### config.mk
export PLATFORM = sky130hd
export DESIGN_NAME = rr_mux_arb
export DESIGN_NICKNAME = d
export VERILOG_FILES = /design/src/rtl/rr_mux_arb.sv
export SDC_FILE = /design/constraint.sdc
export NUM_CORES = 1
export LEC_CHECK = 0
export BUFFER_PORTS_ARGS = -buffer_cell sky130_fd_sc_hd__buf_2
export CORE_MARGIN = 3
export CORE_UTILIZATION = 39
export CTS_CLUSTER_DIAMETER = 50
export DETAILED_ROUTE_END_ITERATION = 10
export GPL_TIMING_DRIVEN = 0
export HOLD_SLACK_MARGIN = 0.1
export MAX_ROUTING_LAYER = met4
export PLACE_DENSITY_LB_ADDON = 0.05
export RECOVER_POWER = 50
export SYNTH_ARGS = -nofsm -noshare
export SYNTH_HDL_FRONTEND = slang
export SYNTH_SLANG_ARGS = --single-unit
### constraint.sdc
create_clock -name clk -period 1.7 [get_ports clk]
set_clock_uncertainty 0.1 [all_clocks]
set_input_delay 0.085 -clock clk [delete_from_list [all_inputs] [get_ports clk]]
set_output_delay 0.085 -clock clk [all_outputs]
set_load 0.05 [all_outputs]
### src/rtl/rr_mux_arb.sv
// rr_mux_arb: N-channel valid/ready arbiter (round-robin or fixed) feeding a one-entry output register
module rr_mux_arb #(
   parameter int WIDTH = 32,
   parameter int N = 4,
   parameter int ARB_MODE = 1,
   localparam int SELW = (N > 1) ? $clog2(N) : 1
) (
   input  logic                 clk,
   input  logic                 reset_n,
   input  logic [N*WIDTH-1:0]   in_data,
   input  logic [N-1:0]         in_valid,
   output logic [N-1:0]         in_ready,
   output logic [WIDTH-1:0]     out_data,
   output logic [SELW-1:0]      out_sel,
   output logic                 out_valid,
   input  logic                 out_ready
);
   logic [WIDTH-1:0] out_data_q, out_data_d;
   logic [SELW-1:0]  out_sel_q, out_sel_d, ptr_q, ptr_d, k;
   logic             out_valid_q, out_valid_d, found, load;
   logic [SELW:0]    idx;
   logic [N-1:0]     grant;
   // search from ptr upward with wrap; fixed mode keeps ptr at 0 so this yields the lowest index
   always_comb begin
      k = '0;
      found = 1'b0;
      idx = '0;
      for (int j = 0; j < N; j++) begin
         idx = {1'b0, ptr_q} + (SELW+1)'(j);
         idx = (idx >= (SELW+1)'(N)) ? idx - (SELW+1)'(N) : idx;
         if (!found && in_valid[idx[SELW-1:0]]) begin
            found = 1'b1;
            k = idx[SELW-1:0];
         end
      end
      grant = found ? N'(1) << k : '0;
      load = ~out_valid_q | out_ready;
      in_ready = (reset_n && load) ? grant : '0;
   end
   // output stage refills whenever it is empty or being consumed
   always_comb begin
      out_valid_d = load ? found : out_valid_q;
      out_data_d = (load && found) ? in_data[int'(k)*WIDTH +: WIDTH] : out_data_q;
      out_sel_d = (load && found) ? k : out_sel_q;
      ptr_d = (load && found && ARB_MODE != 0) ? ((k == SELW'(N-1)) ? '0 : k + SELW'(1)) : ptr_q;
   end
   // state registers with asynchronous clear
   always_ff @(posedge clk or negedge reset_n) begin
      if (!reset_n) begin
         out_valid_q <= 1'b0;
         out_data_q <= '0;
         out_sel_q <= '0;
         ptr_q <= '0;
      end else begin
         out_valid_q <= out_valid_d;
         out_data_q <= out_data_d;
         out_sel_q <= out_sel_d;
         ptr_q <= ptr_d;
      end
   end
   assign out_data = out_data_q;
   assign out_sel = out_sel_q;
   assign out_valid = out_valid_q;
endmodule

==> reports/qor.yml, run 1 <==
lastStage: "clock tree synthesis (4_1_cts)"
htree_num_levels: 2
synth_area_sq_um: 2660
root_buffer: "clkbuf_8"
numPortBuffers: 172
cts_buffers: 5
synth_cells: 232
ys_warn_count: 0
die_x_um: 88.6
stop_error: "[ERROR RSZ-0060] Max buffer count reached."
outcome: "did not finish"
post_synth.cell_area_avg_sq_um: 11.5
gp_congestion: 0.761
post-place-cells: 481
die_h_um: 88.6
place_hpwl_mm: 6.12
post-cts-setup-buffers: 9
dp_slack_ns: -0.369
ys_seq_area_share_pct: 34.8
synth-seq-cells: 37
cts_resized: 23
start_util_pct: 41.1
synth_nets: 368
num_rows: 29
pin_count: 174
postCtsHoldBufs: 101
cts_buffer_depth: 2
ys_types: 36
cts_sinks: 37
## through the flow
step           hold slack, ns  util [%]  cell area [sq um]  TNS (ns)
2_1_floorplan          -0.311         -               2690    -0.331
3_5_place_dp            0.171      56.4               3640     -5.58
3_3_place_gp            0.173      56.4               3640     -4.96
## cell usage after synthesis
library cell    instances  area, sq um
nand3_1                 1         5.00
nand2b_4                1         13.8
buf_8                   3         45.0
or2_1                   1         6.26
o21ai_4                 1         16.3
and3_1                  4         25.0
a31o_2                  1         8.76
o21ai_0                 2         10.0
nor2_8                  1         20.0
dfrtp_1                37          926
a21oi_1                 1         5.00
buf_4                   3         22.5
nor2_1                 36          135
o22ai_2                 7         87.6
nand2b_1                3         18.8
clkbuf_16               1         25.0
dlymetal6s2s_1          1         12.5
ha_1                    1         12.5
a221oi_2               29          435
a21oi_2                 2         17.5
o31ai_1                 1         7.51
a32o_2                  1         11.3
buf_2                   1         5.00
or3_4                   1         11.3
a2bb2oi_1               1         8.76
o21a_1                  1         7.51
mux2i_1                32          320
buf_12                  4         80.1
buf_6                   9          101
nor2b_1                 1         6.26
nand2_1                13         48.8
nand2_2                 1         6.26
o22ai_1                25          156
inv_1                   1         3.75
a221oi_1                3         26.3
o21ai_2                 1         8.76
## kinds of logic after synthesis
logic type / after synthesis / synth area share, %
compound gates: 76 / 30.4
fa+ha+maj: 1 / 0.471
buf+inv: 23 / 11.1
flops: 37 / 34.8
mux: 32 / 12.1
simple gates: 63 / 11.2
==> run 2: changes to the inputs <==
Settings changed: CORE_UTILIZATION 39 to 40, CTS_CLUSTER_DIAMETER 50 to default, HOLD_SLACK_MARGIN 0.1 to default, MAX_ROUTING_LAYER met4 to default, PLACE_DENSITY_LB_ADDON 0.05 to 0.15.
Clock period 1.7 ns to 2.2 ns, I/O delays scaled along.
==> run 2 against run 1 <==
  * The run now ends clean
  * Synthesized cell count unchanged
  * Area after synthesis unchanged
==> reports/qor.yml, run 2 <==
cts_tree: "built"
critPathCaptureType: "primary output"
die_area_sq_um: 7660
final_core_util_pct: 58.5
ys_types: 36  # unchanged
min_period_ns: 2.12
cts_buffer_depth: 2  # unchanged
antenna_found_initial: 0
max_clock_freq_ghz: 0.471
post_synth.cell_area_avg_sq_um: 11.5  # unchanged
die_x_um: 87.5  # was 88.6 um
powerDensity_nw_per_um2: 1050
grt-ovfl-total: 0
busiest_layer: "met2"
reg2reg_to: "out_data[28]"
num_vias: 2568
grt_max_degree: 42
outcome: "finished clean"  # was did not finish
ys.flop_type: "dfrtp_1"  # unchanged
min_from: "in_data[75]"
largest_register_ffs: 32
worstPathArrival_ns: 1.91
cts_sinks: 37  # unchanged
worstSkewPairLatency_ns: 0.28
cap_violations: 0
root_buffer: "clkbuf_8"  # unchanged
ff2ff_setup_slack_ns: 0.17
place_hpwl_mm: 6.04  # was 6.12 mm
synth_top_area_share_pct: 34.8  # unchanged
synth_area_sq_um: 2660  # unchanged
grtUsageMet1_pct: 25.8
drc: 0
crit_path_max_fanout: 9
cts_buffers: 5  # unchanged
rsz0062_at_grt: "false"
fin_nets: 552
ys_warn_count: 0  # unchanged
critPathRequiredTime_ns: 1.99
htree_num_levels: 2  # unchanged
drt-total-wl_mm: 7.83
num_rows: 29  # unchanged
routedWlPerCell_um: 15.8
drt_pass1_iterations: 4
drt_iter0_markers: 61
core_sq_um: 6390
hold_end: "out_data[11]"
synth_cells: 232  # unchanged
synth_nets: 368  # unchanged
timing.slew.headroom_pct: 57.9
synth_most_common_cell: "dfrtp_1"  # unchanged
path_clk_slew_ns: 0.07
critPathLaunchType: "register"
slew_viol_final: 0
reg2reg_depth: 8
worst_pin_slew_ns: 0.634
hp-class: "input pin to register"
vdd_drop_max_mv: 0.540
numPortBuffers: 172  # unchanged
async_flop_share_pct: 100  # unchanged
pin_count: 174  # unchanged
grt_pass1_wl_mm: 12.1
synth_top_area_cell: "dfrtp_1"  # unchanged
area_growth_pct: 40.5
crit_type: "register to primary output"
final_common_cell: "buf_2"
ys_seq_area_share_pct: 34.8  # unchanged
synth_edf_count: 0  # unchanged
grt_pass1_vias: 2516
timing.rr.start: "ptr_q[1]"
setup.worst_path.start: "ptr_q[1]"
vias_per_cell: 5.20
grt_use_total_pct: 19.9
met2_usage_pct: 34.3
start_util_pct: 41.6  # was 41.1%
drive_gt1_share_pct: 55.6
final-setup-viol-count: 0
synth-seq-cells: 37  # unchanged
grt.met3_usage_pct: 3.31
tns_ns: 0
gp_congestion: 0.792  # was 0.761
mostFrequentLayoutCells: "buf_2, nor2_1, dfrtp_1, mux2i_1, a221oi_2"
die_h_um: 87.5  # was 88.6 um
antenna_left: 0
p_leak_nw: 1.83
synth_common_cells: "dfrtp_1, nor2_1, mux2i_1"  # unchanged
post-route-period-util_pct: 96.6
hold_viol_final: 0
worstHoldPathCells: 3
diodes: 0
synth_area_leaders: "dfrtp_1, a221oi_2, mux2i_1, o22ai_1, nor2_1"  # unchanged
==> run 2: cell counts after synthesis <==
Identical to the previous run, type by type.
==> run 2: worst max-delay path by stage <==
stage | end | cells past startpoint | slack (ns)
6_report | in_ready[3] | 8 | 0.08
3_3_place_gp | in_ready[3] | 8 | 0.03
2_1_floorplan | in_ready[2] | 6 | 0.03
3_5_place_dp | in_ready[3] | 8 | 0.04
4_1_cts | in_ready[2] | 5 | 0.03
5_1_grt | in_ready[3] | 8 | 0.002
==> run 2: worst max-delay path: stages (launching register included) <==
cell and delay [ns]:
dfrtp_1 0.38, buf_6 0.13, nand2b_4 0.14, a32o_2 0.28
nor2_8 0.12, buf_12 0.10, ha_1 0.14, and3_1 0.17
buf_6 0.16
==> run 2: through the flow <==
stage	instances	power (W)	setup slack, ns	hold slack [ns]	area (sq um)
finish	494	0.00391	0.0758	0.0119	3730
global route	494	0.00416	0.00223	0.00521	3730
CTS	493	0.00398	0.0271	0.00765	3740
global placement	481	0.00346	0.0307	0.187	3610
floorplan	232	0.00290	0.0261	-0.286	2660
detailed placement	481	0.00349	0.0403	0.187	3610
==> run 2: cell families (layout without fill, tap and decap cells) <==
group | Yosys count | in the layout | share of synthesized area (%)
AO/OA/AOI/OAI | 76 | 76 | 30.4
AND/OR/NAND/NOR | 63 | 63 | 11.2
flip-flops | 37 | 37 | 34.8
multiplexers | 32 | 32 | 12.1
buffers and inverters | 23 | 208 | 11.1
adder cells (fa/ha/maj) | 1 | 1 | 0.471
==> run 2: layout make-up <==
class                   count  area, sq um
fillers                   583         2650
clock buffers               5         68.8
flip-flops and latches     37          927
well taps                  77         96.3
repair buffers            177          892
plain buffers              22          292
inverters                   1         3.75
clock inverters             3         17.5
multi-input cells         172         1440
==> run 2: repair_timing <==
action,in CTS,in global routing
setup buffers,2,0
hold buffers,2,1
resized for setup,2,2
endpoints found under the setup margin,1,3
hold endpoints to repair,38,1
pin swaps,2,0
==> run 2: metal layers <==
layer | wire length (um) | part of all wire, %
met5 | 0 | 0
met4 | 104 | 1.3
met3 | 567 | 7.2
met2 | 3860 | 49
met1 | 3290 | 42
==> run 2: report_power, final <==
part | internal [W] | switching, W
clock network | 0.000219 | 0.000244
logic | 0.000873 | 0.00157
registers | 0.000893 | 0.000115
total | 0.00198 | 0.00193
No activity file was read; power rests on OpenSTA's default activity.
==> run 3: changes to the inputs <==
Settings changed: ABC_AREA from default to 1.
==> run 3 against run 2 <==
  * The flow now finishes with violations (setup timing)
  * Setup slack worse by 0.20 ns
  * Core utilization up 7.0 points
  * Sequential cell count unchanged
  * Synthesized cell count up 110%
  * Design area up 29%
  * Routed wire length up 48%
  * Worst hold slack better by 0.026 ns
  * First-iteration DRC count rose to 2.8 times the previous value
  * Maximum frequency down 8.5%
  * Sequential share of layout area down 5.5 points
  * Global-route usage up 5.7 points
  * Critical path depth up 6
==> reports/qor.yml, run 3 <==
outcome: "finished with violations"  # was finished clean
violations: "setup timing"
hold_viol_final: 0  # unchanged
cap_violations: 0  # unchanged
start_util_pct: 41.6  # about the same
die_area_sq_um: 8700  # was 7660 sq um
vias_per_cell: 5.03  # was 5.20
grt_max_degree: 38  # was 42
die_h_um: 93.3  # was 87.5 um
num_vias: 3960  # was 2568
synth-seq-cells: 37  # unchanged
met2_length_mm: 5.86  # was 3.86 mm
crit_type: "register to primary output"  # unchanged
crit_buf_inv: 5  # was 3
max_clock_freq_ghz: 0.431  # was 0.471 GHz
async_flop_share_pct: 100  # unchanged
drt_pass1_iterations: 4  # unchanged
reg2reg_to: "out_data[4]"  # was out_data[28]
critPathCaptureType: "primary output"  # unchanged
min_from: "in_data[2]"  # was in_data[75]
cpLargestDelayFamily: "simple AND/OR/NAND/NOR gates"  # unchanged
critPathRequiredTime_ns: 1.99  # about the same
synth_top_area_cell: "dfrtp_1"  # unchanged
area_growth_pct: 57.4  # was 40.5%
cp_cell_sequence: "inv_2 -> buf_6 -> nand2_2 -> nand2_2 -> nand2_1 -> nand2_2 -> nand2_4 -> nand2_2 -> nand2_2 -> nand2_2 -> buf_6 -> buf_6 -> nor3_4 -> buf_6"  # was buf_6 -> nand2b_4 -> a32o_2 -> nor2_8 -> buf_12 -> ha_1 -> and3_1 -> buf_6
fin_nets: 825  # was 552
diodes: 0  # unchanged
ys_seq_area_share_pct: 30.4  # was 34.8%
place_hpwl_mm: 8.02  # was 6.04 mm
reg2reg_depth: 14  # was 8
worstSkewPairLatency_ns: 0.29  # was 0.28 ns
synth_top_area_share_pct: 30.4  # was 34.8%
worstHoldPathCells: 5  # was 3
path_clk_slew_ns: 0.07  # about the same
synth_most_common_cell: "nand2_1"  # was dfrtp_1
top_layer: "met4"  # unchanged
drt-total-wl_mm: 11.6  # was 7.83 mm
synth_edf_count: 0  # unchanged
grt_use_total_pct: 25.6  # was 19.9%
synth_common_cells: "nand2_1, nand3_1, inv_1"  # was dfrtp_1, nor2_1, mux2i_1
slowest_stage: "dfrtp_1"  # unchanged
antenna_left: 0  # unchanged
pin_count: 174  # unchanged
drt_iter0_markers: 171  # was 61
synth_nets: 613  # was 368
post_synth.cell_area_avg_sq_um: 6.39  # was 11.5 sq um
rsz0062_at_grt: "true"  # was false
final_core_util_pct: 65.5  # was 58.5%
num_rows: 31  # was 29
synth_cells: 477  # was 232
cts_buffer_depth: 2  # unchanged
mostFrequentLayoutCells: "buf_2, nand2_1, nand3_1, inv_1, dfrtp_1"  # was buf_2, nor2_1, dfrtp_1, mux2i_1, a221oi_2
largest_register_ffs: 32  # unchanged
final_common_cell: "buf_2"  # unchanged
ys_warn_count: 0  # unchanged
die_x_um: 93.3  # was 87.5 um
drt-met1-wl_mm: 4.55  # was 3.29 mm
hold_end: "out_data[2]"  # was out_data[11]
tns_ns: -1.71  # was 0 ns
drive_gt1_share_pct: 43.0  # was 55.6%
htree_num_levels: 2  # unchanged
ff2ff_setup_slack_ns: -0.08  # was 0.17 ns
slew_viol_final: 0  # unchanged
timing.slew.headroom_pct: 57.8  # was 57.9%
gp_congestion: 0.844  # was 0.792
worstPathArrival_ns: 2.11  # was 1.91 ns
hp-class: "input pin to register"  # unchanged
crit_top_cell: "nand2_2"  # was buf_6
max_stage_delay_ns: 0.42  # was 0.38 ns
fin_ws_ns: -0.122  # was 0.0758 ns
final-setup-viol-count: 28  # was 0
synth_area_leaders: "dfrtp_1, nand3_1, nand2_1, nand3b_1, inv_1"  # was dfrtp_1, a221oi_2, mux2i_1, o22ai_1, nor2_1
numPortBuffers: 173  # was 172
wl_met3_um: 800  # was 567 um
critPathLaunchType: "register"  # unchanged
design_area_sq_um: 4800  # was 3730 sq um
routedWlPerCell_um: 14.8  # was 15.8 um
min_period_ns: 2.32  # was 2.12 ns
root_buffer: "clkbuf_8"  # unchanged
placed_cell_area_sq_um: 4060  # was 3610 sq um
grt-ovfl-total: 0  # unchanged
antenna_found_initial: 0  # unchanged
post-route-period-util_pct: 106  # was 96.6%
worst_pin_slew_ns: 0.636  # was 0.634 ns
grt_pass1_vias: 3717  # was 2516
crit_path_max_fanout: 10  # was 9
synth_area_sq_um: 3050  # was 2660 sq um
core_sq_um: 7330  # was 6390 sq um
cts_sinks: 37  # unchanged
ys.flop_type: "dfrtp_1"  # unchanged
cts_tree: "built"  # unchanged
timing.rr.start: "ptr_q[0]"  # was ptr_q[1]
drc: 0  # unchanged
grt_pass1_wl_mm: 17.7  # was 12.1 mm
dp_slack_ns: -0.202  # was 0.0403 ns
cts_buffers: 5  # unchanged
ys_types: 24  # was 36
[run 3: cell types whose count changed after synthesis, moves of 14 or more]
| cell | before | now |
|---|---|---|
| a221oi_2 | 29 | 0 |
| buf_2 | 1 | 15 |
| inv_1 | 1 | 42 |
| mux2i_1 | 32 | 0 |
| nand2_1 | 13 | 171 |
| nand3_1 | 1 | 135 |
| nand3b_1 | 0 | 32 |
| nor2_1 | 36 | 1 |
| o22ai_1 | 25 | 1 |
[run 3: routing by layer]
metal  vias up  global-route usage, %
li1       1963                      -
met1      1815                   32.7
met2       149                   42.5
met3        33                   4.26
met4         0                   11.0
met5         -                      0
[run 3: logic make-up after synthesis]
group | share of synthesized area (%)
flip-flops | 30.4
AND/OR/NAND/NOR | 54.6
AO/OA/AOI/OAI | 1.15
buffers and inverters | 13.4
adder cells (fa/ha/maj) | 0.410
[run 3: cell type report]
class | count | area (sq um)
Tap cell | 99 | 124
Sequential cell | 37 | 927
Fill cell | 679 | 2530
Multi-Input combinational cell | 358 | 1950
Timing Repair Buffer | 206 | 1210
Buffer | 35 | 330
Clock inverter | 1 | 5.00
Inverter | 46 | 188
Clock buffer | 5 | 68.8
[run 3: what timing repair did]
item | in CTS | in global routing
hold endpoints to repair | 37 | 0
pin swaps | 20 | 6
buffers inserted | 16 | 11
resized for setup | 57 | 63
endpoints found under the setup margin | 5 | 39
hold buffers | 2 | 0
gates cloned | 1 | 3
[run 3: worst max-delay path by stage]
stage                   from  cells past startpoint           to  slack (ns)
floorplan           ptr_q[0]                     13  in_ready[2]       -0.07
detailed placement  ptr_q[0]                     16  in_ready[3]       -0.20
CTS                 ptr_q[0]                     14  in_ready[2]       -0.12
finish              ptr_q[0]                     14  in_ready[2]       -0.12
global placement    ptr_q[0]                     16  in_ready[3]       -0.19
global route        ptr_q[0]                     14  in_ready[2]       -0.22
[run 3: worst min-delay path, cell delays in order]
cell and delay, ns:
buf_2 0.08, nand2_1 0.04, nand2_1 0.05, nand3_1 0.06, nand3_1 0.06
[run 3: per-stage QoR]
step                      std cells  hold slack (ns)
final                           787           0.0376
after global routing            787           0.0547
after CTS                       773           0.0308
after detailed placement        749            0.173
after global placement          749            0.176
after floorplan                 477           -0.286
Power of run 3 is not shown: default switching activity piles up to over one toggle a cycle in this logic, so the estimate is an artifact.
==> run 4: changes to the inputs <==
Settings changed: BUFFER_PORTS_ARGS -buffer_cell sky130_fd_sc_hd__buf_2 to -buffer_cell sky130_fd_sc_hd__buf_4.
Clock period 2.2 ns to 1.9 ns, I/O delays scaled along.
==> run 4 against run 3 <==
  * Sequential share of layout area down 2.1 points
  * Routed wire length up 3.2%
  * Die area is the same
  * Critical path depth did not move
  * Largest cell class unchanged
  * Critical endpoint is now in_ready[1]
  * The run still ends with setup timing left
  * Register-to-register slack got worse by 0.28 ns
  * Design area grew 12%
  * Count of clock-buffer cells in the layout grew 2
  * Global-route usage grew 0.53 points
  * Final cell count is 0.51% lower
==> reports/qor.yml, run 4 (synthesized netlist as in run 3, its figures left out) <==
multiInputGateArea_sq_um: 2070  # was 1950 sq um
routedWlPerCell_um: 15.3  # was 14.8 um
drive_gt1_share_pct: 45.2  # was 43.0%
p_leak_nw: 2.92
rsz0062_at_grt: "true"  # unchanged
fin_nets: 820  # was 825
fin_ws_ns: -0.506  # was -0.122 ns
vias_per_cell: 5.10  # was 5.03
violations: "setup timing"  # unchanged
drt_pass1_iterations: 4  # unchanged
hold_end: "out_data[21]"  # was out_data[2]
grt_pass1_vias: 3879  # was 3717
crit_path_max_fanout: 5  # was 10
n_fill_cell: 583  # was 679
die_h_um: 93.3  # unchanged
worstHoldPathCells: 5  # unchanged
ff2ff_setup_slack_ns: -0.36  # was -0.08 ns
critPathRequiredTime_ns: 1.70  # was 1.99 ns
mostFrequentLayoutCells: "buf_4, nand2_1, nand3_1, inv_1, dfrtp_1"  # was buf_2, nand2_1, nand3_1, inv_1, dfrtp_1
vdd_drop_max_mv: 1.17
netSwitchingFraction_pct: 54.3
design_area_sq_um: 5390  # was 4800 sq um
hp-class: "input pin to register"  # unchanged
critPathLaunchType: "register"  # unchanged
final_common_cell: "buf_4"  # was buf_2
drt_iter0_markers: 142  # was 171
grt-ovfl-total: 0  # unchanged
grt_use_total_pct: 26.1  # was 25.6%
clkPwrFrac_pct: 4.5
cts_buffers: 5  # unchanged
die_area_sq_um: 8700  # unchanged
cts_tree: "built"  # unchanged
worstSkewPairLatency_ns: 0.29  # about the same
drc: 0  # unchanged
worstPathArrival_ns: 2.21  # was 2.11 ns
die_x_um: 93.3  # unchanged
post-route-period-util_pct: 127
antenna_found_initial: 0  # unchanged
netSwitchingPower_w: 0.00693
worst_pin_slew_ns: 0.553  # was 0.636 ns
slew_viol_final: 0  # unchanged
numPortBuffers: 173  # unchanged
reg2reg_depth: 17  # was 14
whs_ns: 0.0291  # was 0.0376 ns
setup.worst_path.start: "ptr_q[0]"  # unchanged
cap_violations: 0  # unchanged
gp_congestion: 0.882  # was 0.844
timing.slew.headroom_pct: 63.2  # was 57.8%
intPower_w: 0.00583
final-setup-viol-count: 39  # was 28
path_clk_slew_ns: 0.08  # was 0.07 ns
area_growth_pct: 76.9  # was 57.4%
reg2reg_to: "out_data[6]"  # was out_data[4]
hold_viol_final: 0  # unchanged
grt_pass1_wl_mm: 18.1  # was 17.7 mm
critPathCaptureType: "primary output"  # unchanged
cts_buffer_depth: 2  # unchanged
pwr-share-comb_pct: 83.8
placed_cell_area_sq_um: 4580  # was 4060 sq um
min_from: "in_data[21]"  # was in_data[2]
min_period_ns: 2.41
diodes: 0  # unchanged
fin_cells: 783  # was 787
grt_max_degree: 39  # was 38
root_buffer: "clkbuf_8"  # unchanged
max_clock_freq_ghz: 0.416
num_rows: 31  # unchanged
antenna_left: 0  # unchanged
tns_ns: -10.75  # was -1.71 ns
cts_sinks: 37  # unchanged
htree_num_levels: 2  # unchanged
start_util_pct: 41.6  # unchanged
crit_type: "register to primary output"  # unchanged
drt-total-wl_mm: 12.0  # was 11.6 mm
num_vias: 3993  # was 3960
pin_count: 174  # unchanged
post-place-cells: 749  # unchanged
p_seq_share_pct: 11.7
core_sq_um: 7330  # unchanged
largest_register_ffs: 32  # unchanged
timing.rr.start: "ptr_q[0]"  # unchanged
outcome: "finished with violations"  # unchanged
place_hpwl_mm: 8.42  # was 8.02 mm
layout.area.seq_sq_um: 927  # unchanged
final_core_util_pct: 73.5  # was 65.5%
powerDensity_nw_per_um2: 2370
[run 4: cell count changes in the layout (fill, tap and decap cells not counted), sizes merged]
cell / before / now
bufbuf: 0 / 1
clkbuf: 16 / 9
clkinv: 1 / 0
buf: 229 / 232
[run 4: worst max-delay path by stage]
stage | endpoint | slack [ns] | depth (start not counted)
after floorplan | in_ready[0] | -0.13 | 12
after global placement | in_ready[3] | -0.32 | 16
after detailed placement | in_ready[3] | -0.31 | 16
after CTS | in_ready[3] | -0.46 | 15
after global routing | in_ready[3] | -0.61 | 16
final | in_ready[1] | -0.51 | 14
[run 4: layer usage]
| metal | track usage (%) | part of all wire (%) | vias up |
|---|---|---|---|
| li1 | - | - | 1953 |
| met1 | 30.6 | 38 | 1871 |
| met2 | 47.5 | 53 | 145 |
| met3 | 4.67 | 6.5 | 24 |
| met4 | 8.91 | 2.6 | 0 |
| met5 | 0 | 0 | - |
[run 4: cell type report]
cell class / instances / share of cell area (%)
Sequential cell: 37 / 17.2
Inverter: 46 / 3.48
Timing Repair Buffer: 202 / 30.2
Tap cell: 99 / 2.30
Clock buffer: 7 / 1.60
Multi-Input combinational cell: 358 / 38.3
Buffer: 34 / 6.87
[run 4: through the flow]
stage | setup WS (ns) | power (W)
after global routing | -0.610 | 0.0137
after global placement | -0.318 | 0.00975
after CTS | -0.458 | 0.0117
after detailed placement | -0.309 | 0.00993
after floorplan | -0.127 | 0.00764
final | -0.506 | 0.0128
[run 4: critical path, stage by stage (launching register included)]
cell and delay (ns):
dfrtp_1 0.41, buf_6 0.15, nand2_2 0.08, nand2_4 0.08, nand2_2 0.09, nand2_2 0.07, nand2_4 0.10, nand2_4 0.06
nand2_4 0.07, nand3_4 0.09, buf_8 0.14, buf_12 0.12, buf_12 0.12, nor3_4 0.17, buf_6 0.18
[run 4: repair_timing]
action	in CTS	in global routing
setup endpoints to repair	41	41
buffers inserted	22	5
gates cloned	2	0
hold buffers	1	0
resized for setup	52	75
pin swaps	15	19
endpoints found under the hold margin	37	0
[run 4: power groups by stage]
stage | Clock, W | Combinational, W | Sequential [W]
2_1_floorplan | 0 | 0.00491 | 0.00273
3_3_place_gp | 0 | 0.00827 | 0.00148
3_5_place_dp | 0 | 0.00845 | 0.00148
4_1_cts | 0.000578 | 0.00968 | 0.00148
5_1_grt | 0.000610 | 0.0115 | 0.00154
6_report | 0.000569 | 0.0107 | 0.00149
